===== src/rtl/cliff_move_sched.sv =====
// Movement scheduler and game sequencer for the cliff game: step tick, shift strobes, player index, game state.
// Optional CLIFF_WRAP_EN: edge overruns wrap the player index instead of losing.
module cliff_move_sched #(
    parameter logic [31:0] TICK_BASE = 32'd25_000_000,
    parameter logic [7:0]  START_IDX = 8'd7,
    parameter logic [7:0]  MAX_IDX   = 8'd15
) (
    input  logic       clk,
    input  logic       reset_n,
    input  logic       btn_start,
    input  logic       btn_left,
    input  logic       btn_right,
    input  logic       btn_up,
    input  logic       btn_down,
    input  logic       hit,
    output logic       load_start,
    output logic       step_left,
    output logic       step_right,
    output logic [7:0] pos,
    output logic [1:0] speed,
    output logic [1:0] dir,
    output logic [1:0] state,
    output logic       lose
);

    typedef enum logic [1:0] {
        S_IDLE  = 2'b00,
        S_RUN   = 2'b01,
        S_PAUSE = 2'b10,
        S_LOSE  = 2'b11
    } state_e;

    localparam logic [1:0] DIR_STOP  = 2'b00;
    localparam logic [1:0] DIR_LEFT  = 2'b01;
    localparam logic [1:0] DIR_RIGHT = 2'b10;
    localparam logic [1:0] SPEED_MAX = 2'd3;

    state_e      state_q, state_d;
    logic [31:0] count_q, count_d;
    logic [7:0]  pos_q, pos_d;
    logic [1:0]  speed_q, speed_d;
    logic [1:0]  dir_q, dir_d;
    logic        load_q, load_d;
    logic        left_q, left_d;
    logic        right_q, right_d;
    logic        lose_q, lose_d;
    logic [31:0] reload_c;

    // Reload always uses the speed in force now; button changes land at the following reload.
    assign reload_c = (TICK_BASE >> speed_q) - 32'd1;

    always_ff @(posedge clk or negedge reset_n) begin
        if (!reset_n) begin
            state_q <= S_IDLE;
            count_q <= '0;
            pos_q   <= START_IDX;
            speed_q <= '0;
            dir_q   <= DIR_STOP;
            load_q  <= 1'b0;
            left_q  <= 1'b0;
            right_q <= 1'b0;
            lose_q  <= 1'b0;
        end else begin
            state_q <= state_d;
            count_q <= count_d;
            pos_q   <= pos_d;
            speed_q <= speed_d;
            dir_q   <= dir_d;
            load_q  <= load_d;
            left_q  <= left_d;
            right_q <= right_d;
            lose_q  <= lose_d;
        end
    end

    always_comb begin
        state_d = state_q;
        count_d = count_q;
        pos_d   = pos_q;
        speed_d = speed_q;
        dir_d   = dir_q;
        load_d  = 1'b0;
        left_d  = 1'b0;
        right_d = 1'b0;

        case (state_q)
            S_IDLE: begin
                if (btn_start) begin
                    state_d = S_RUN;
                    load_d  = 1'b1;
                    pos_d   = START_IDX;
                    dir_d   = DIR_STOP;
                    count_d = reload_c;
                end
            end
            S_RUN: begin
                if (hit) begin
                    state_d = S_LOSE;
                end else if (btn_start) begin
                    state_d = S_PAUSE;
                end else begin
                    // Tick acts on the pre-update direction.
                    if (count_q == '0) begin
                        count_d = reload_c;
                        if (dir_q == DIR_LEFT) begin
                            if (pos_q < MAX_IDX) begin
                                left_d = 1'b1;
                                pos_d  = pos_q + 8'd1;
                            end else begin
`ifdef CLIFF_WRAP_EN
                                left_d = 1'b1;
                                pos_d  = '0;
`else
                                state_d = S_LOSE;
`endif
                            end
                        end else if (dir_q == DIR_RIGHT) begin
                            if (pos_q > 8'd0) begin
                                right_d = 1'b1;
                                pos_d   = pos_q - 8'd1;
                            end else begin
`ifdef CLIFF_WRAP_EN
                                right_d = 1'b1;
                                pos_d   = MAX_IDX;
`else
                                state_d = S_LOSE;
`endif
                            end
                        end
                    end else begin
                        count_d = count_q - 32'd1;
                    end

                    if (btn_left && btn_right) begin
                        dir_d = DIR_STOP;
                    end else if (btn_left) begin
                        dir_d = DIR_LEFT;
                    end else if (btn_right) begin
                        dir_d = DIR_RIGHT;
                    end

                    if (btn_up && !btn_down && (speed_q != SPEED_MAX)) begin
                        speed_d = speed_q + 2'd1;
                    end else if (btn_down && !btn_up && (speed_q != 2'd0)) begin
                        speed_d = speed_q - 2'd1;
                    end
                end
            end
            S_PAUSE: begin
                if (btn_start) begin
                    state_d = S_RUN;
                end
            end
            S_LOSE: begin
                if (btn_start) begin
                    state_d = S_IDLE;
                    speed_d = '0;
                    dir_d   = DIR_STOP;
                    pos_d   = START_IDX;
                end
            end
            default: begin
                state_d = S_IDLE;
            end
        endcase

        lose_d = (state_d == S_LOSE);
    end

    assign load_start = load_q;
    assign step_left  = left_q;
    assign step_right = right_q;
    assign pos        = pos_q;
    assign speed      = speed_q;
    assign dir        = dir_q;
    assign state      = state_q;
    assign lose       = lose_q;

endmodule


===== config.mk =====
export PLATFORM = sky130hd
export DESIGN_NAME = cliff_move_sched
export DESIGN_NICKNAME = d
export VERILOG_FILES = /design/src/rtl/cliff_move_sched.sv
export SDC_FILE = /design/constraint.sdc
export NUM_CORES = 1
export LEC_CHECK = 0
export ABC_AREA = 1
export CORE_MARGIN = 8
export CORE_UTILIZATION = 56
export CTS_BUF_LIST = sky130_fd_sc_hd__clkbuf_8
export CTS_CLUSTER_DIAMETER = 80
export DETAILED_ROUTE_END_ITERATION = 10
export GPL_TIMING_DRIVEN = 0
export PLACE_DENSITY = 0.79
export SLEW_MARGIN = 20
export SYNTH_ARGS = -nofsm -noshare
export SYNTH_HDL_FRONTEND = slang
export SYNTH_SLANG_ARGS = --single-unit

===== constraint.sdc =====
create_clock -name clk -period 1.9 [get_ports clk]
set_clock_uncertainty 0.1 [all_clocks]
set_input_delay 0.19 -clock clk [delete_from_list [all_inputs] [get_ports clk]]
set_output_delay 0.19 -clock clk [all_outputs]
set_load 0.02 [all_outputs]

Word level (Yosys, flattened, before mapping)
Cells that the tools add are included.
{"block": "op_classes", "n_reduce_logical": 19, "muxes": 51, "n_lt_le_gt_ge": 2, "n_shift": 1, "n_addsub": 6, "n_eq_ne": 18}
{"op": "2-to-1 mux 32 bit", "n": 4}
{"op": "2-to-1 mux 8 bit", "n": 8}
{"op": "case mux 32 bit (2 select lines)", "n": 1}
{"op": "subtractor 32 x 1 -> 32 bit, second input constant", "n": 2}
{"op": "2-to-1 mux 2 bit", "n": 19}
{"op": "logical NOT 32 bit", "n": 1}
{"op": ">> shifter 25 x 2 -> 32 bit, first input constant", "n": 1}
{"op": "case mux 8 bit (2 select lines)", "n": 1}
{"op": "2-to-1 mux 1 bit", "n": 15}
{"op": "inequality test 2 bit, second input constant", "n": 6}
{"op": "inequality test 3 bit, second input constant", "n": 4}
{"op": "AND reduction 5 bit", "n": 2}
{"op": "adder 8 x 1 -> 8 bit, second input constant", "n": 1}
{"op": "equality test 2 bit, second input constant", "n": 4}
{"op": "> comparator 8 x 1 -> 1 bit, second input constant", "n": 1}
{"op": "less-than comparator 8 x 4 -> 1 bit, second input constant", "n": 1}
{"op": "case mux 2 bit (2 select lines)", "n": 2}
{"op": "AND reduction 8 bit", "n": 1}
{"op": "nonzero test 2 bit", "n": 4}
{"op": "subtractor 8 x 1 -> 8 bit, second input constant", "n": 1}
{"op": "case mux 2 bit (3 select lines)", "n": 1}
{"op": "logical AND 1 bit", "n": 5}
{"op": "equality test 2 x 1 -> 1 bit, second input constant", "n": 2}
{"op": "inequality test 4 bit, second input constant", "n": 1}
{"op": "7 further kinds", "n": 9}
{"block": "word_totals", "regBits": 50, "out_inout_bits": 18, "input_bits": 8, "elab_cells": 106}

Depth between registers and ports, before layout
{"block": "logic_depth", "depth_word": 9, "ltp_mapped": 13}

Worst setup path after synthesis
No wires, ideal clock.
{"block": "synth_timing", "path_kind": "flip-flop to flip-flop", "from": "register dir_q[1] (netlist: dir[1])", "to": "register pos_q[6] (netlist: pos[6])", "arrival_ns": 1.941, "required_ns": 1.682, "path_stages_with_launch": 12, "path_buffers": 0, "path_slack_ns": -0.259, "path_cell_list": "dfrtp_1 -> inv_1 -> ha_1 -> inv_1 -> ha_1 -> inv_1 -> o21ai_0 -> nand2_1 -> nand3_1 -> or2_2 -> nand3_1 -> o21ai_2"}
{"block": "synth_between", "elab_chain_cells": 6}
{"item": "start, declared", "line_no": "42", "text": "logic [1:0] dir_q, dir_d;"}
{"item": "start signal, assigned", "line_no": "68", "text": "dir_q <= dir_d;"}
{"item": "equality test 2 x 1 -> 1 bit", "line_no": "105", "text": "if (dir_q == DIR_LEFT) begin"}
{"item": "2-to-1 mux 8 bit", "line_no": "105"}
{"item": "2-to-1 mux 8 bit", "line_no": "103", "text": "if (count_q == '0) begin"}
{"item": "2-to-1 mux 8 bit", "line_no": "99", "text": "end else if (btn_start) begin"}
{"item": "2-to-1 mux 8 bit", "line_no": "97", "text": "if (hit) begin"}
{"item": "case mux 8 bit (2 select lines)", "line_no": "86", "text": "case (state_q)"}
{"item": "end signal, assigned", "line_no": "66", "text": "pos_q <= pos_d;"}
{"item": "end, declared", "line_no": "40", "text": "logic [7:0] pos_q, pos_d;"}
Several ways; a longest one is shown, not always the timed one. The select of a mux whose other input is x is not followed.
A chain may end at the register's enable or synchronous reset.

Worst setup path after layout
{"block": "layout_timing", "from": "register dir_q[1] (netlist: dir[1])", "to": "register pos_q[4] (netlist: pos[4])"}
Same word-level chain as after synthesis.

==> run_results.csv <==
group,metric,value,unit
run_status,status,"finished with violations",
run_status,violations,"setup timing",
critical_path,worstPathRequired,2010,ps
placed_design,place_area,4175,um2
logic_synthesis,synth-seq-cells,50,
placed_design,hpwlAfterDp,7397,um
timing,hold_viol,0,
detailed_routing,routedWlPerCell,16.93,um
critical_path,end_kind,"flop",
logic_synthesis,synthArstFlopShare,100.0,%
floorplan,die_y,97.48,um
timing,rsz0062_at_grt,"yes",
timing,clock.fmax,0.5124,GHz
logic_synthesis,netlist_top_cells_count,"nand2_1 (153), nor2_1 (73), inv_1 (56)",
finish,final.fill_count,432,
timing,setup_tns,-71.11,ps
timing,setup_slack,-51.46,ps
power,leakage,2.299,nW
timing,worst_pin_slew,650.7,ps
detailed_routing,final_antenna_net_count,0,
timing,fin_crit_sh,102.7,%
critical_path,critPathMaxFanout,8,
finish,diodes,0,
logic_synthesis,synthCells,536,
grt,grt_pass1_wl,17510,um
logic_synthesis,synth_most_common_cell,"nand2_1",
detailed_routing,first_pass_iters,5,
logic_synthesis,synth_nets,560,
grt,grt_pass1_vias,3761,
grt,grt_max_degree,51,
detailed_routing,remaining_drc_errors,0,
finish,syn2layout_area_growth,33.76,%
logic_synthesis,synth_edf_count,0,
logic_synthesis,synth_top_area_share,31.64,%
floorplan,pin_count,26,
power,power_density,1858,nW/um2
logic_synthesis,synth_cell_type_count,39,
run,drv_cap,0,
clocking,cts_root_buf,"clkbuf_8",
grt,antenna_found_initial,0,
floorplan,fp.dieArea,9501,um2
logic_synthesis,yosysWarnings,0,
clocking,tritoncts,"built",
timing,maxSlewViolCount,0,
floorplan,start_util,58.21,%
finish,stdcell_area,4972,um2
logic_synthesis,syn_avg_cell_area,6.935,um2
finish,regArea,1274,um2
critical_path,critPathKind,"reg2reg",
logic_synthesis,syn_area,3717,um2
clocking,cts.path.max_buffers,2,
logic_synthesis,synth_flop_cell,"dfrtp_1",
logic_synthesis,synth_area_leaders,"dfrtp_1 (32%), nand2_1 (15%), nor2_1 (7.4%)",
logic_synthesis,yosysSeqAreaShare,33.76,%
critical_path,worstPathArrival,2060,ps
clocking,clk_pin_slew,90,ps
floorplan,core,6386,um2
floorplan,die_x,97.48,um
detailed_routing,vias,4028,
timing,setup_viol,6,
detailed_routing,drtIter0Drc,284,
timing,fin_crit,1951,ps
logic_synthesis,netlist.top_cell.by_area,"dfrtp_1",
grt,overflow,0,
clocking,clk_latency,310,ps
grt,track_usage,21.73,%
finish,multi_input_area,2591,um2
detailed_routing,avgViaCountPerCell,5.906,
clocking,cts_sinks,50,
hold_path,min_path_type,"in2async",
critical_path,worstSetupStartpointType,"flop",
timing,relSlewSlack,56.62,%
placed_design,finalWeightedCongestion,0.9482,
finish,nets,628,
clocking,cts_buffers,5,
finish,drive_above_1_share,30.58,%
placed_design,portBuffers,25,
clocking,ctsHtreeMaxLevel,2,
detailed_routing,totalWireLength,11550,um
floorplan,placementRows,29,
power,peakVddDrop,0.001676,V
area by class of cell:
cell class / instances / area share, %
Buffer: 9 / 1.988
Clock buffer: 8 / 2.214
Inverter: 62 / 5.108
Multi-Input combinational cell: 415 / 52.11
Sequential cell: 50 / 25.62
Tap cell: 77 / 1.938
Timing Repair Buffer: 61 / 11.02
state kept, by name, indices dropped and copies added, names as in the netlist:
name,count
step_right,1
state,2
step_left,1
load_start,1
count_q,32
pos,8
speed,2
dir,2
lose,1
layout by cell type (no fill, tap or decap), types with 15 or more instances in the layout:
cell type | netlist | final
a21oi_1 | 23 | 18
buf_4 | 2 | 36
clkdlybuf4s50_1 | 0 | 23
dfrtp_1 | 47 | 32
dfrtp_2 | 0 | 15
inv_1 | 56 | 43
inv_2 | 6 | 15
nand2_1 | 153 | 141
nand3_1 | 39 | 30
nor2_1 | 73 | 57
nor2_4 | 5 | 18
logic make-up (layout without fill, tap and decap cells):
group	count (synthesis)	count (layout)	synth area share (%)
AO/OA/AOI/OAI	62	62	10.06
buffers and inverters	71	140	7.909
AND/OR/NAND/NOR	320	320	38.67
flip-flops	50	50	33.76
adder cells (fa/ha/maj)	16	16	5.587
XOR/XNOR	17	17	4.006
final timing paths:
kind	start	endpoint	slack, ps	cells after the start
worst max-delay path	dir[1]$_DFFE_PN0P_	pos[4]$_DFFE_PN0P_	-50	10
max in group asynchronous	reset_n	dir[1]$_DFFE_PN0P_	880	2
worst min-delay path	reset_n	count_q[31]$_DFFE_PN0P_	340	2
min in group clk	pos[2]$_DFFE_PN1P_	pos[2]$_DFFE_PN1P_	450	2
worst max register to register	dir[1]$_DFFE_PN0P_	pos[4]$_DFFE_PN0P_	-50	10
worst min register to register	pos[2]$_DFFE_PN1P_	pos[2]$_DFFE_PN1P_	450	2
per-stage QoR:
step / std cells / hold WS (ps) / power (W) / worst slack (ps) / utilization (%)
after CTS: 659 / 374.4 / 0.007839 / 2.781 / 70.10
after global routing: 682 / 408.9 / 0.009822 / -115.2 / 77.86
after global placement: 638 / 416.9 / 0.006552 / -1141 / 65.42
after floorplan: 536 / -205.6 / 0.005415 / -31.49 / -
after detailed placement: 638 / 158.8 / 0.006704 / -264.4 / 65.38
final: 682 / 344.0 / 0.009237 / -51.46 / 77.86
power by group:
group / internal, W / total, W / switching, W
combinational: 0.00281 / 0.00644 / 0.00363
sequential: 0.00148 / 0.00206 / 0.000575
clock: 0.000369 / 0.000741 / 0.000373
total: 0.00466 / 0.00924 / 0.00457
worst max-delay path: stages (launching register included):
cell,delay [ps]
dfrtp_2,410
inv_2,60
ha_4,160
clkinv_8,100
ha_4,280
buf_4,140
a21oi_2,150
o21ai_2,80
or2_4,230
nand3_2,70
o21ai_2,60
metal layers:
metal,vias to the layer above,share of wire (%),track usage (%)
met1,1913,40,26.76
li1,1859,-,-
met3,51,6.7,3.698
met4,0,3.4,7.343
met2,205,50,37.20
met5,-,0,0
repair_timing:
action,in CTS,in global routing
buffers inserted,12,22
hold buffers,1,0
pin swaps,10,28
resized for setup,28,88
hold endpoints to repair,47,0
endpoints found under the setup margin,40,44
cloned,0,1
Power figures use the tool's default switching activity.
